## config.mk

```make
export PLATFORM = sky130hd
export DESIGN_NAME = button_event_capture
export DESIGN_NICKNAME = d
export VERILOG_FILES = /design/src/rtl/button_event_pkg.sv /design/src/rtl/button_event_fifo.sv /design/src/rtl/button_event_capture.sv
export SDC_FILE = /design/constraint.sdc
export NUM_CORES = 1
export LEC_CHECK = 0
export ABC_CLOCK_PERIOD_IN_PS = 3250
export BUFFER_PORTS_ARGS = -buffer_cell sky130_fd_sc_hd__buf_2
export CORE_AREA = 4 4 76 85
export DETAILED_ROUTE_END_ITERATION = 6
export DIE_AREA = 0 0 80 89
export MAX_ROUTING_LAYER = met4
export PLACE_DENSITY = 0.69
export REMOVE_ABC_BUFFERS = 1
export SLEW_MARGIN = 20
export SYNTH_ARGS = -nofsm -noshare
export SYNTH_HDL_FRONTEND = slang
export SYNTH_SLANG_ARGS = --single-unit
```

## constraint.sdc

```tcl
create_clock -name clk -period 3.25 [get_ports clk]
set_input_delay 0.325 -clock clk [delete_from_list [all_inputs] [get_ports clk]]
set_output_delay 0.325 -clock clk [all_outputs]
set_load 0.03 [all_outputs]
```

## src/rtl/button_event_pkg.sv

```systemverilog
// Shared constants for the button event capture block: register map and
// readback field positions of the addr-3 event word.
package button_event_pkg;

    localparam logic [1:0] ADDR_LEVEL = 2'd0;
    localparam logic [1:0] ADDR_MASK  = 2'd1;
    localparam logic [1:0] ADDR_EDGE  = 2'd2;
    localparam logic [1:0] ADDR_EVENT = 2'd3;

    localparam int VALID_BIT = 31;
    localparam int OVF_BIT   = 30;
    localparam int TS_LSB    = 8;
    localparam int TS_WIDTH  = 16;

endpackage

```

## src/rtl/button_event_fifo.sv

```systemverilog
// Single-clock show-ahead FIFO; a push into a full FIFO only lands when a
// pop happens in the same cycle, otherwise it is dropped.
module button_event_fifo #(
    parameter int WIDTH = 2,
    parameter int DEPTH = 8,
    parameter int AW    = 3
) (
    input  logic             clk,
    input  logic             reset,
    input  logic             push,
    input  logic             pop,
    input  logic [WIDTH-1:0] din,
    output logic [WIDTH-1:0] dout,
    output logic             empty,
    output logic             full
);

    logic [WIDTH-1:0] mem [DEPTH];
    logic [AW-1:0]    rptr;
    logic [AW-1:0]    wptr;
    logic [AW:0]      count;
    logic             do_push;
    logic             do_pop;

    assign empty   = (count == '0);
    assign full    = (count == (AW+1)'(DEPTH));
    assign do_pop  = pop & ~empty;
    assign do_push = push & (~full | do_pop);
    assign dout    = mem[rptr];

    always_ff @(posedge clk) begin
        if (reset) begin
            rptr  <= '0;
            wptr  <= '0;
            count <= '0;
        end else begin
            if (do_push) wptr <= wptr + 1'b1;
            if (do_pop)  rptr <= rptr + 1'b1;
            case ({do_push, do_pop})
                2'b10:   count <= count + 1'b1;
                2'b01:   count <= count - 1'b1;
                default: count <= count;
            endcase
        end
    end

    always_ff @(posedge clk) begin
        if (do_push) mem[wptr] <= din;
    end

endmodule

```

## src/rtl/button_event_capture.sv

```systemverilog
// Debounced button pulses -> sticky edge capture, masked irq and event FIFO
// behind an Avalon-MM slave. Define BUTTON_EVENT_TIMESTAMP_EN for timestamps.
module button_event_capture
    import button_event_pkg::*;
#(
    parameter int NUMBER_OF_INPUTS = 4,
    parameter int CODE_WIDTH       = 2,
    parameter int FIFO_DEPTH       = 8,
    parameter int FIFO_ADDR_WIDTH  = 3
) (
    input  logic                        clk,
    input  logic                        reset,
    input  logic [NUMBER_OF_INPUTS-1:0] in_pulse,
    input  logic [1:0]                  address,
    input  logic                        chipselect,
    input  logic                        read,
    input  logic                        write,
    input  logic [31:0]                 writedata,
    output logic [31:0]                 readdata,
    output logic                        irq
);

    localparam int N = NUMBER_OF_INPUTS;
`ifdef BUTTON_EVENT_TIMESTAMP_EN
    localparam int EW = CODE_WIDTH + TS_WIDTH;
`else
    localparam int EW = CODE_WIDTH;
`endif

    logic [N-1:0]          in_pulse_d;
    logic [N-1:0]          rise;
    logic [N-1:0]          edge_capture;
    logic [N-1:0]          irq_mask;
    logic [N-1:0]          pending;
    logic [N-1:0]          pend_clr;
    logic [CODE_WIDTH-1:0] code;
    logic                  found;
    logic                  overflow;
    logic                  rd_en;
    logic                  wr_en;
    logic                  pop;
    logic                  empty;
    logic                  full;
    logic [EW-1:0]         din;
    logic [EW-1:0]         head;
    logic [31:0]           event_word;
    logic [31:0]           rd_mux;
    logic                  unused_wdata;

    assign unused_wdata = ^writedata[31:N];
    assign rise  = in_pulse & ~in_pulse_d;
    assign rd_en = chipselect & read;
    assign wr_en = chipselect & write;
    assign pop   = rd_en & (address == ADDR_EVENT) & ~empty;

    // Lowest-index pending button wins the single push slot this cycle.
    always_comb begin
        code     = '0;
        found    = 1'b0;
        pend_clr = '0;
        for (int i = 0; i < N; i++) begin
            if (pending[i] && !found) begin
                code        = CODE_WIDTH'(i);
                found       = 1'b1;
                pend_clr[i] = 1'b1;
            end
        end
    end

`ifdef BUTTON_EVENT_TIMESTAMP_EN
    logic [TS_WIDTH-1:0] ts;

    always_ff @(posedge clk) begin
        if (reset) ts <= '0;
        else       ts <= ts + 1'b1;
    end

    assign din = {ts, code};
`else
    assign din = code;
`endif

    button_event_fifo #(
        .WIDTH (EW),
        .DEPTH (FIFO_DEPTH),
        .AW    (FIFO_ADDR_WIDTH)
    ) u_fifo (
        .clk   (clk),
        .reset (reset),
        .push  (found),
        .pop   (pop),
        .din   (din),
        .dout  (head),
        .empty (empty),
        .full  (full)
    );

    always_comb begin
        event_word            = '0;
        event_word[VALID_BIT] = ~empty;
        event_word[OVF_BIT]   = overflow;
        if (!empty) begin
            event_word[CODE_WIDTH-1:0] = head[CODE_WIDTH-1:0];
`ifdef BUTTON_EVENT_TIMESTAMP_EN
            event_word[TS_LSB +: TS_WIDTH] = head[CODE_WIDTH +: TS_WIDTH];
`endif
        end
    end

    always_comb begin
        rd_mux = '0;
        case (address)
            ADDR_LEVEL: rd_mux = 32'(in_pulse);
            ADDR_MASK:  rd_mux = 32'(irq_mask);
            ADDR_EDGE:  rd_mux = 32'(edge_capture);
            default:    rd_mux = event_word;
        endcase
    end

    always_ff @(posedge clk) begin
        if (reset) begin
            in_pulse_d   <= '0;
            edge_capture <= '0;
            irq_mask     <= '0;
            pending      <= '0;
            overflow     <= 1'b0;
            readdata     <= '0;
            irq          <= 1'b0;
        end else begin
            in_pulse_d <= in_pulse;
            pending    <= (pending & ~pend_clr) | rise;
            irq        <= |(edge_capture & irq_mask);
            readdata   <= rd_en ? rd_mux : '0;
            if (wr_en && address == ADDR_EDGE)
                edge_capture <= (edge_capture & ~writedata[N-1:0]) | rise;
            else
                edge_capture <= edge_capture | rise;
            if (wr_en && address == ADDR_MASK)
                irq_mask <= writedata[N-1:0];
            // A dropped push keeps the flag set even if cleared this cycle.
            if (found && full && !pop)
                overflow <= 1'b1;
            else if (wr_en && address == ADDR_EVENT)
                overflow <= 1'b0;
        end
    end

endmodule
```

# == Word level (Yosys, flattened, before mapping) ==
# Memory sizes are Yosys's and may differ from the RTL's. A register that Yosys moved wholly into a read port is not among the register bits.
# Cells that the tools add are included.
# word_totals
n_memories,1
reg_bits,60
out_inout_bits,33
ram_bits,16
# op_classes
addsub,4
eq_ne,6
muxes,20
n_bitwise,20
reduce_logical,18
# memory_table
memory,words,width,rd,rd_clocked_by_memory_dff,wr,line,source
u_fifo.mem,8,2,1,1,1,button_event_fifo.sv:18,logic [WIDTH-1:0] mem [DEPTH];
# op_table
cell,n
$pmux 32 s3,1
$and 4x4->4,4
$mux 1,12
$not 4->4,3
$or 4x4->4,3
$logic_and 1x1->1,8
$pmux 4 s2,1
$add 3x1->3 const B,2
$and 1x1->1,6
$eq 2x2->1 const B,3
$mux 2,3
$mux 3,2
$add 4x1->4 const B,1
$eq 2x1->1 const B,2
$eq 4x4->1 const B,1
$logic_not 1->1,4
$logic_not 4->1,1
$mux 4,1
$reduce_bool 2->1,2
$reduce_or 4->1,1
$sub 4x1->4 const B,1
$not 1->1,3
$logic_not 2->1,1
$reduce_or 2->1,1
$or 1x1->1,1

# == Logic depth before layout (Yosys ltp) ==
# Gate-level depths: netlist of run 1.
# depth
ltp_word,13
ltp_mapped,11
depth_no_buf,10

# == Hierarchy ==
# A second synthesis of run 1 with hierarchy kept.
# hier_totals
cells_unflattened,230
hier_area_um2,2486.1
# by_module_without_submodules
module,cells_per_inst,n_inst,area_each_um2
button_event_fifo,106,1,1325.0
button_event_capture,124,1,1161.1

# == Worst setup path after synthesis of run 1 ==
# OpenSTA, ideal clock, no wires.
# synth_timing
path_type,input port to flip-flop
from,input address[1]
to,register u_fifo.count[3]
stages,8
setup_slack_ps,937
setup_time_ps,123
arrival_time_ps,2190
required_ps,3127
path_cell_list,buf_2 -> nand4_4 -> a31oi_4 -> inv_1 -> ha_1 -> or3_1 -> o32ai_1 -> mux2_1
# synth_between
elab_chain_len,8
word_cells_on_any_way,10
# synth_rtl
item,line,source
"start, declared",button_event_capture.sv:14,"input logic [1:0] address,"
$eq 2x2->1 (*),button_event_capture.sv:54,assign pop = rd_en & (address == ADDR_EVENT) & ~empty;
$and 1x1->1 (*) (2 in a row),button_event_capture.sv:54,
$and 1x1->1 (*),button_event_fifo.sv:27,assign do_pop = pop & ~empty;
$or 1x1->1,button_event_fifo.sv:28,assign do_push = push & (~full | do_pop);
$and 1x1->1,button_event_fifo.sv:28,
$eq 2x1->1 or $eq 2x2->1 (tied branches),button_event_fifo.sv:39,"case ({do_push, do_pop})"
$pmux 4 s2 or $reduce_bool 2->1 (tied branches),-,
"end signal, assigned",button_event_fifo.sv:40,2'b10: count <= count + 1'b1;
"end signal, assigned",button_event_fifo.sv:41,2'b01: count <= count - 1'b1;
"end signal, assigned",button_event_fifo.sv:42,default: count <= count;
"end, declared",button_event_fifo.sv:21,logic [AW:0] count;
# Every way passes the cells marked *; elsewhere a longest branch is shown, timed or not.
# A chain may end at the register's enable or synchronous reset.

# == Final worst setup path of run 1 ==
# layout_timing
from,register u_fifo.count[3]
to,register u_fifo.count[3]
# layout_between
elab_chain_len,8
word_cells_on_any_way,14
# layout_rtl
item,line,source
$logic_not 4->1 (*),button_event_fifo.sv:25,assign empty = (count == '0);
$not 1->1 (*),"button_event_fifo.sv:27, button_event_capture.sv:54",
$and 1x1->1,button_event_capture.sv:54,
$and 1x1->1 (*),button_event_fifo.sv:27,
via u_fifo.do_pop,button_event_fifo.sv:23,logic do_pop;
$or 1x1->1,button_event_fifo.sv:28,
$and 1x1->1,button_event_fifo.sv:28,
$eq 2x1->1 or $eq 2x2->1 (tied branches),button_event_fifo.sv:39,
$pmux 4 s2 or $reduce_bool 2->1 (tied branches),-,
# Mark *: on every way through the listed nets, which the timed path passes. The rest lies on a longest branch.

==> flow_metrics.env, run 1 <==
export IMPL_timing_final_crit_share_pct=74.6
export IMPL_io_pins=76
export IMPL_routedWlPerCell_um=12.3
export IMPL_grt_met3_usage_pct=2.52
export IMPL_grt_met2_usage_pct=20.5
export IMPL_synth_cell_type_count=43
export IMPL_layout_cells_most_common_list="dfxtp_1 (37), conb_1 (26), nor2_1 (24)"
export IMPL_p_leak_uw=0.00105
export IMPL_path_clk_slew_ps=90
export IMPL_design_final_nets=291
export IMPL_timing_critical_path_fanout_max=6
export IMPL_synth_seq_cells=53
export IMPL_synth_area_leaders="dfxtp_1 (30%), edfxtp_1 (20%), buf_4 (8.3%)"
export IMPL_combPwrFrac_pct=15.1
export IMPL_synth_main_ff_cell="dfxtp_1"
export IMPL_cts_sinks=53
export IMPL_holdBufCountCts=0
export IMPL_rsz0062_at_grt="false"
export IMPL_layout_drive_gt1_share_pct=18.4
export IMPL_initial_standard_cell_utilization_of_the_core_pct=42.9
export IMPL_setup_viol_count_final=0
export IMPL_timing_hold_violations_final=0
export IMPL_cap_viol_max_count=0
export IMPL_drtAntennaViolNets=0
export IMPL_floorplan_core_area_sq_mm=0.00566
export IMPL_path_cells="nor4_2 > nor2_1 > ha_1 > or3_1 > o32ai_1 > mux2_1"
export IMPL_synth_top_area_cell="dfxtp_1"
export IMPL_initialDrtViolationCount=67
export IMPL_grt_most_used_layer="met2"
export IMPL_number_of_global_route_vias_before_repair=1386
export IMPL_worst_slew_margin_relative_to_its_limit_pct=42.6
export IMPL_use_met1_pct=14.8
export IMPL_vdd_ir_drop_max_mv=0.175
export IMPL_worst_r2r_path_depth=6
export IMPL_synthToLayoutAreaGrowth_pct=6.34
export IMPL_grt_start_max_net_pins=33
export IMPL_min_delay_path_depth=2
export IMPL_synth_edff_count=16
export IMPL_cts_made_buffers=5
export IMPL_setup_total_negative_slack_ps=0
export IMPL_worst_slew_pin_transition_ps=854
export IMPL_crit_path_start_kind="flip-flop"
export IMPL_finalClockSkew_ps=9.91
export IMPL_initial_antenna_violation_count=0
export IMPL_postSynthAreaPerCell_sq_um=10.9
export IMPL_switching_part_of_the_total_power_pct=28.0
export IMPL_clock_fmax_ghz=0.412
export IMPL_place_hpwl_mm=2.92
export IMPL_cts_htree_levels=2
export IMPL_crit_required_ps=3440
export IMPL_detail_route_wirelength_mm=3.95
export IMPL_power_report_internal_total_uw=938
export IMPL_std_cell_rows=29
export IMPL_period_needed_ps=2430
export IMPL_tritoncts_clock_tree="yes"
export IMPL_synth_largest_type_area_fraction_pct=30.5
export IMPL_synth_sequential_area_ratio_pct=50.3
export IMPL_die_area_sq_mm=0.00712
export IMPL_die_w_um=80
export IMPL_die_height_um=89
export IMPL_placement_io_buffers=21
export IMPL_proportion_of_register_bits_with_asynchronous_set_or_reset_after_synthesis_pct=0
export IMPL_critPathCaptureType="flip-flop"
export IMPL_seq_power_share_pct=57.9
export IMPL_status="finished clean"
export IMPL_drc=0
export IMPL_crit_path_top_delay_cell="nor4_2"
export IMPL_gr_usage_all_layers_pct=12.4
export IMPL_vias=1543
export IMPL_synthesized_cell_area_sq_mm=0.00243
export IMPL_globalRoute_totalOverflow=0
export IMPL_cts_resized=0
export IMPL_path_class="flip-flop to flip-flop"
export IMPL_power_net_switching_uw=364
export IMPL_drt_pre_antenna_iters=4
export IMPL_cts_root_buffer_cell="clkbuf_8"
export IMPL_final_max_slew_violation_count=0
export IMPL_clk_latency_ps=300
export IMPL_number_of_warning_messages_in_the_yosys_log=0
export IMPL_worst_endpoint_arrival_ps=2620
export IMPL_final_replace_weighted_congestion=0.766
export IMPL_crit_path_max_incr_delay_ps=450
export IMPL_timing_hold_ws_ps=266
export IMPL_viasPerCell=4.81
export IMPL_layout_cells_most_common="dfxtp_1"
export IMPL_cts_max_path_buffers=2
export IMPL_antenna_cells=0
export IMPL_post_cts_buffers=0
export IMPL_synthCells=223
export IMPL_hold_path_class="input port to flip-flop"
export IMPL_grt_pass1_wl_mm=6.67
export IMPL_p_clk_share_pct=26.9
export IMPL_powerDensity_mw_per_mm2=504
cells in the mapped netlist, drive strengths merged (5+ instances only):
cell type  number
a21oi          19
buf            31
dfxtp          37
edfxtp         16
ha              5
mux2i          12
nand2          12
nand2b          5
nor2           24
nor2b           9
nor3b           6
per-stage QoR:
stage	setup WS (ps)	power, uW	util (%)	cell area (sq um)	std cells
final	825	1300	45.6	2580	321
after global routing	624	1380	45.6	2580	321
after CTS	808	1320	45.6	2580	321
after detailed placement	632	967	44.1	2500	313
after global placement	669	960	44.1	2500	313
after floorplan	1070	915	-	2290	215
critical path, delay by kind of cell, from the launching register on:
kind | cells | cell delay [ps]
compound gates | 1 | 160
fa+ha+maj | 1 | 410
flops | 1 | 380
mux | 1 | 350
simple gates | 3 | 1020
cell type report:
type | instances | area, sq um
inverter | 4 | 15.0
fill | 550 | 3080
clock buffer | 5 | 68.8
tap | 77 | 96.3
multi-input combinational | 158 | 1060
timing repair buffer | 21 | 105
clock inverter | 3 | 17.5
sequential | 53 | 1220
final timing paths:
path,end,start,slack (ps)
hold reg to reg,pending[0]$_SDFF_PP0_,in_pulse_d[0]$_SDFF_PP0_,410
hold / removal,in_pulse_d[3]$_SDFF_PP0_,in_pulse[3],270
setup reg to reg,u_fifo.count[3]$_SDFFE_PP0P_,u_fifo.count[3]$_SDFFE_PP0P_,820
setup / recovery,u_fifo.count[3]$_SDFFE_PP0P_,u_fifo.count[3]$_SDFFE_PP0P_,820
cell families after synthesis:
logic type	Yosys count	share of synthesized area (%)
other	1	0.154
AO/OA/AOI/OAI	33	8.55
buffers and inverters	37	9.99
adder cells (fa/ha/maj)	5	2.58
AND/OR/NAND/NOR	72	17.5
flip-flops	53	50.3
XOR/XNOR	5	1.80
multiplexers	17	9.12
flip-flops by register name (all words and copies together) (netlist names), named ones only:
name / count
u_fifo.mem: 16
in_pulse_d: 4
u_fifo.rptr: 3
edge_capture: 4
u_fifo.wptr: 3
pending: 4
overflow: 1
irq: 1
u_fifo.count: 4
readdata: 6
irq_mask: 4
per-layer routing:
metal / vias up / share of wire (%)
met5: - / 0
met4: 0 / 2.1
met3: 6 / 5.8
met2: 40 / 50
met1: 729 / 42
li1: 768 / -
power by group through the flow:
| stage | clock (uW) | combinational [uW] | sequential [uW] |
|---|---|---|---|
| final | 351 | 197 | 754 |
| after global routing | 392 | 223 | 761 |
| after CTS | 366 | 199 | 754 |
| after detailed placement | 0 | 197 | 770 |
| after global placement | 0 | 193 | 767 |
| after floorplan | 0 | 151 | 764 |
No activity file was read; power rests on OpenSTA's default activity.
==> run 2: changes to the inputs <==
--- a/config.mk
+++ b/config.mk
@@ -5,13 +5,13 @@
 export SDC_FILE = /design/constraint.sdc
 export NUM_CORES = 1
 export LEC_CHECK = 0
-export ABC_CLOCK_PERIOD_IN_PS = 3250
+export ABC_CLOCK_PERIOD_IN_PS = 2100
 export BUFFER_PORTS_ARGS = -buffer_cell sky130_fd_sc_hd__buf_2
 export CORE_AREA = 4 4 76 85
 export DETAILED_ROUTE_END_ITERATION = 6
 export DIE_AREA = 0 0 80 89
 export MAX_ROUTING_LAYER = met4
-export PLACE_DENSITY = 0.69
+export PLACE_DENSITY = 0.72
 export REMOVE_ABC_BUFFERS = 1
 export SLEW_MARGIN = 20
 export SYNTH_ARGS = -nofsm -noshare
==> constraint.sdc (replaced) <==
create_clock -name clk -period 2.1 [get_ports clk]
set_input_delay 0.21 -clock clk [delete_from_list [all_inputs] [get_ports clk]]
set_output_delay 0.21 -clock clk [all_outputs]
set_load 0.03 [all_outputs]
==> flow_metrics.env, run 2 (synthesis gave the netlist of run 1 again) <==
export IMPL_status="finished clean"
export IMPL_antenna_cells=0
export IMPL_reg_largest_list="u_fifo.mem (16), readdata (6)"
export IMPL_grt_start_max_net_pins=33
export IMPL_p_clk_share_pct=29.7
export IMPL_crit_path_start_kind="flip-flop"
export IMPL_worst_slew_pin_transition_ps=591
export IMPL_setup_viol_count_final=0
export IMPL_path_cells="nor4_2 > buf_4 > a31oi_4 > inv_2 > ha_1 > or3_1 > o32ai_2 > mux2_1"
export IMPL_registers_top_by_ff_count="u_fifo.mem"
export IMPL_final_replace_weighted_congestion=0.794
export IMPL_worst_endpoint_arrival_ps=2270
export IMPL_crit_path_top_delay_cell="or3_1"
export IMPL_gr_usage_all_layers_pct=12.8
export IMPL_drc=0
export IMPL_stdcell_area_sq_mm=0.00279
export IMPL_finalClockSkew_ps=5.76
export IMPL_std_cell_rows=29
export IMPL_largest_reg_flops=16
export IMPL_tritoncts_clock_tree="yes"
export IMPL_cts_max_path_buffers=2
export IMPL_floorplan_core_area_sq_mm=0.00566
export IMPL_final_max_slew_violation_count=0
export IMPL_die_area_sq_mm=0.00712
export IMPL_detail_route_wirelength_mm=4.22
export IMPL_grt_pass1_wl_mm=6.80
export IMPL_p_leak_uw=0.00116
export IMPL_fillCellCount=527
export IMPL_design_final_nets=309
export IMPL_layout_cells_most_common_list="dfxtp_1 (33), conb_1 (26), nor2_1 (23)"
export IMPL_layout_cells_most_common="dfxtp_1"
export IMPL_place_hpwl_mm=3.13
export IMPL_timing_hold_violations_final=0
export IMPL_die_height_um=89
export IMPL_crit_required_ps=2280
export IMPL_synthToLayoutAreaGrowth_pct=14.8
export IMPL_cts_made_buffers=5
export IMPL_power_net_switching_uw=576
export IMPL_clock_fmax_ghz=0.480
export IMPL_cts_htree_levels=2
export IMPL_rsz0062_at_grt="true"
export IMPL_timing_critical_path_fanout_max=2
export IMPL_timing_final_crit_share_pct=99.1
export IMPL_combPwrFrac_pct=17.9
export IMPL_initialDrtViolationCount=87
export IMPL_power_report_internal_total_uw=1630
export IMPL_cts_sinks=53
export IMPL_path_clk_slew_ps=90
export IMPL_drt_pre_antenna_iters=4
export IMPL_worst_slew_margin_relative_to_its_limit_pct=60.6
export IMPL_number_of_global_route_vias_before_repair=1485
export IMPL_layout_drive_gt1_share_pct=27.9
export IMPL_initial_standard_cell_utilization_of_the_core_pct=42.9
export IMPL_die_w_um=80
export IMPL_drtAntennaViolNets=0
export IMPL_clk_latency_ps=290
export IMPL_vias=1606
export IMPL_globalRoute_totalOverflow=0
export IMPL_setup_total_negative_slack_ps=0
export IMPL_critPathCaptureType="flip-flop"
export IMPL_period_needed_ps=2080
export IMPL_seq_power_share_pct=52.5
export IMPL_routedWlPerCell_um=12.4
export IMPL_switching_part_of_the_total_power_pct=26.1
export IMPL_powerDensity_mw_per_mm2=792
export IMPL_path_class="flip-flop to flip-flop"
export IMPL_cap_viol_max_count=0
export IMPL_placement_io_buffers=21
export IMPL_placement_cell_area_sq_mm=0.00263
export IMPL_io_pins=76
export IMPL_initial_antenna_violation_count=0
export IMPL_vdd_ir_drop_max_mv=0.385
export IMPL_crit_path_max_incr_delay_ps=380
export IMPL_cts_root_buffer_cell="clkbuf_8"
export IMPL_viasPerCell=4.74
export IMPL_hold_path_class="input port to flip-flop"
[run 2: final timing paths]
path | end | start | slack (ps) | cells past startpoint
max | u_fifo.count[3]$_SDFFE_PP0P_ | pending[3]$_SDFF_PP0_ | 20 | 8
min | in_pulse_d[3]$_SDFF_PP0_ | in_pulse[3] | 150 | 2
min reg2reg | pending[0]$_SDFF_PP0_ | in_pulse_d[0]$_SDFF_PP0_ | 400 | 1
max reg2reg | u_fifo.count[3]$_SDFFE_PP0P_ | pending[3]$_SDFF_PP0_ | 20 | 8
[run 2: routing by layer]
layer	share of wire (%)	up-vias	routed length [um]	global-route usage [%]
met4	1.9	0	78	5.53
li1	-	802	-	-
met1	41	754	1730	13.4
met2	52	46	2210	23.4
met5	0	-	0	-
met3	4.6	4	194	2.42
[run 2: power by group through the flow]
stage | Combinational (uW) | Sequential (uW) | Clock [uW]
after floorplan | 234 | 1180 | 0
after global placement | 366 | 1170 | 0
after detailed placement | 376 | 1180 | 0
after CTS | 384 | 1150 | 676
after global routing | 431 | 1170 | 719
final | 394 | 1160 | 655
[run 2: what timing repair did]
action | CTS | global route
gates resized for setup | 7 | 6
pin swaps | 3 | 1
hold buffers | 0 | 0
setup buffers | 0 | 0
setup endpoints to repair | 2 | 2
[run 2: final cells by class]
| class | instances | area, sq um | area share, % |
|---|---|---|---|
| Multi-Input combinational cell | 158 | 1100 | 39.6 |
| Sequential cell | 53 | 1230 | 44.0 |
| Inverter | 4 | 15.0 | 0.538 |
| Clock inverter | 2 | 35.0 | 1.26 |
| Clock buffer | 6 | 72.6 | 2.60 |
| Tap cell | 77 | 96.3 | 3.45 |
| Timing Repair Buffer | 39 | 240 | 8.61 |
[run 2: metrics by stage]
step	setup WS (ps)	std cells	utilization [%]	hold slack (ps)	total power, uW
4_1_cts	-22.4	339	48.9	147	2210
3_3_place_gp	8.02	331	46.5	394	1540
2_1_floorplan	-76.7	215	-	279	1420
5_1_grt	-97.0	339	49.3	144	2320
6_report	18.5	339	49.3	155	2210
3_5_place_dp	-31.0	331	46.5	400	1550
[run 2: critical path: cells and delay by family, from the launching register on]
| kind | cells | cell delay [ps] |
|---|---|---|
| and+or+nand+nor | 2 | 630 |
| muxes | 1 | 340 |
| DFF | 1 | 330 |
| buffers and inverters | 2 | 250 |
| adders and majority gates | 1 | 240 |
| AOI/OAI and AO/OA | 2 | 180 |
==> run 3: changes to the inputs <==
--- a/config.mk
+++ b/config.mk
@@ -5,13 +5,13 @@
 export SDC_FILE = /design/constraint.sdc
 export NUM_CORES = 1
 export LEC_CHECK = 0
-export ABC_CLOCK_PERIOD_IN_PS = 2100
+export ABC_CLOCK_PERIOD_IN_PS = 2660
 export BUFFER_PORTS_ARGS = -buffer_cell sky130_fd_sc_hd__buf_2
 export CORE_AREA = 4 4 76 85
 export DETAILED_ROUTE_END_ITERATION = 6
 export DIE_AREA = 0 0 80 89
 export MAX_ROUTING_LAYER = met4
-export PLACE_DENSITY = 0.72
+export PLACE_DENSITY = 0.69
 export REMOVE_ABC_BUFFERS = 1
 export SLEW_MARGIN = 20
 export SYNTH_ARGS = -nofsm -noshare
==> constraint.sdc (replaced) <==
create_clock -name clk -period 2.66 [get_ports clk]
set_input_delay 0.266 -clock clk [delete_from_list [all_inputs] [get_ports clk]]
set_output_delay 0.266 -clock clk [all_outputs]
set_load 0.03 [all_outputs]
==> flow_metrics.env, run 3 (synthesis gave the netlist of run 1 again) <==
export IMPL_power_report_internal_total_uw=1180
export IMPL_layout_drive_gt1_share_pct=18.4
export IMPL_drc=0
export IMPL_layout_cells_most_common_list="dfxtp_1 (37), conb_1 (26), nor2_1 (24)"
export IMPL_place_hpwl_mm=2.88
export IMPL_cts_resized=0
export IMPL_seq_power_share_pct=56.5
export IMPL_initial_antenna_violation_count=0
export IMPL_largest_reg_flops=16
export IMPL_cts_htree_levels=2
export IMPL_crit_path_start_kind="flip-flop"
export IMPL_timing_critical_path_fanout_max=6
export IMPL_vdd_ir_drop_max_mv=0.303
export IMPL_cap_viol_max_count=0
export IMPL_timing_hold_violations_final=0
export IMPL_initial_standard_cell_utilization_of_the_core_pct=42.9
export IMPL_worstReg2RegEnd="u_fifo.count[3]$_SDFFE_PP0P_"
export IMPL_drt_pre_antenna_iters=4
export IMPL_clock_fmax_ghz=0.422
export IMPL_setup_viol_count_final=0
export IMPL_fillCellCount=538
export IMPL_drtAntennaViolNets=0
export IMPL_grt_start_max_net_pins=33
export IMPL_holdBufCountCts=0
export IMPL_critical_path_reg2reg_startpoint="u_fifo.count[3]$_SDFFE_PP0P_"
export IMPL_status="finished clean"
export IMPL_worst_slew_margin_relative_to_its_limit_pct=43.0
export IMPL_reg_largest_list="u_fifo.mem (16), readdata (6)"
export IMPL_min_delay_path_depth=3
export IMPL_dp_slack_ps=270
export IMPL_die_height_um=89
export IMPL_switching_part_of_the_total_power_pct=27.6
export IMPL_period_needed_ps=2370
export IMPL_worst_r2r_path_depth=6
export IMPL_path_class="flip-flop to flip-flop"
export IMPL_number_of_global_route_vias_before_repair=1415
export IMPL_final_max_slew_violation_count=0
export IMPL_io_pins=76
export IMPL_final_replace_weighted_congestion=0.771
export IMPL_met3_wirelength_um=226
export IMPL_power_net_switching_uw=450
export IMPL_min_delay_worst_endpoint="irq_mask[2]$_SDFFE_PP0P_"
export IMPL_antenna_cells=0
export IMPL_tritoncts_clock_tree="yes"
export IMPL_m1WireLength_mm=1.62
export IMPL_globalRoute_totalOverflow=0
export IMPL_met2_length_mm=1.94
export IMPL_std_cell_rows=29
export IMPL_viasPerCell=4.84
export IMPL_worst_slew_pin_transition_ps=848
export IMPL_crit_required_ps=2850
export IMPL_cts_made_buffers=5
export IMPL_vias=1560
export IMPL_initialDrtViolationCount=73
export IMPL_floorplan_core_area_sq_mm=0.00566
export IMPL_fin_ws_ps=290
export IMPL_finalClockSkew_ps=8.44
export IMPL_die_w_um=80
export IMPL_gr_usage_all_layers_pct=12.0
export IMPL_cts_sinks=53
export IMPL_worst_endpoint_arrival_ps=2560
export IMPL_timing_final_crit_share_pct=89.1
export IMPL_critPathCaptureType="flip-flop"
export IMPL_worst_r2r_setup_slack_ps=290
export IMPL_hp_start="writedata[2]"
export IMPL_post_cts_buffers=0
export IMPL_cts_root_buffer_cell="clkbuf_8"
export IMPL_p_leak_uw=0.00106
export IMPL_route_top_layer_used="met4"
export IMPL_powerDensity_mw_per_mm2=628
export IMPL_die_area_sq_mm=0.00712
export IMPL_design_final_nets=292
export IMPL_cts_max_path_buffers=2
export IMPL_rsz0062_at_grt="false"
export IMPL_setup_total_negative_slack_ps=0
export IMPL_layout_cells_most_common="dfxtp_1"
export IMPL_synthToLayoutAreaGrowth_pct=6.90
export IMPL_hold_path_class="input port to flip-flop"
export IMPL_registers_top_by_ff_count="u_fifo.mem"
export IMPL_multi_input_area_sq_mm=0.00106
export IMPL_routedWlPerCell_um=12.0
export IMPL_path_clk_slew_ps=100
export IMPL_area_sequential_sq_mm=0.00122
export IMPL_combPwrFrac_pct=14.9
export IMPL_clk_latency_ps=300
export IMPL_p_clk_share_pct=28.6
export IMPL_detail_route_wirelength_mm=3.87
export IMPL_grt_pass1_wl_mm=6.39
export IMPL_placement_io_buffers=21
-- run 3: area by class of cell --
type,count,share of cell area (%)
Clock inverter,1,0.241
Timing Repair Buffer,22,4.34
Clock buffer,7,3.33
Inverter,4,0.578
Multi-Input combinational cell,158,40.8
Tap cell,77,3.71
Sequential cell,53,47.0
-- run 3: how the worst max path moves through the flow --
stage	start	to	slack, ps	cells past startpoint
floorplan	u_fifo.count[1]$_SDFFE_PP0P_	u_fifo.count[3]$_SDFFE_PP0P_	480	7
global placement	address[0]	u_fifo.count[3]$_SDFFE_PP0P_	290	8
detailed placement	address[0]	u_fifo.count[3]$_SDFFE_PP0P_	270	8
CTS	u_fifo.count[3]$_SDFFE_PP0P_	u_fifo.count[3]$_SDFFE_PP0P_	270	6
global route	u_fifo.count[3]$_SDFFE_PP0P_	u_fifo.count[2]$_SDFFE_PP0P_	50	9
finish	u_fifo.count[3]$_SDFFE_PP0P_	u_fifo.count[3]$_SDFFE_PP0P_	290	6
-- run 3: power by group through the flow --
stage                     logic [uW]  clock network, uW  registers, uW
after global routing             272                514            928
after global placement           238                  0            938
final                            242                466            920
after detailed placement         244                  0            940
after CTS                        245                479            921
after floorplan                  185                  0            933
-- run 3: worst max-delay path: stages, from the launching register on --
cell	delay, ps
dfxtp_1	380
nor4_2	420
nor2_1	160
ha_1	410
or3_1	390
o32ai_1	140
mux2_1	350
-- run 3: through the flow --
step                      utilization [%]  instance area [sq um]  total power, uW  hold WS, ps  std cells
final                                45.9                   2600             1630          204        322
after global routing                 45.9                   2600             1710          213        322
after CTS                            45.9                   2600             1640          198        322
after detailed placement             44.2                   2500             1180          392        314
after global placement               44.2                   2500             1180          393        314
after floorplan                         -                   2290             1120          335        215
-- run 3: layer usage --
layer,track usage [%],vias to the layer above
met5,-,-
met4,5.53,0
met3,2.62,6
met2,20.6,39
met1,13.2,741
li1,-,774
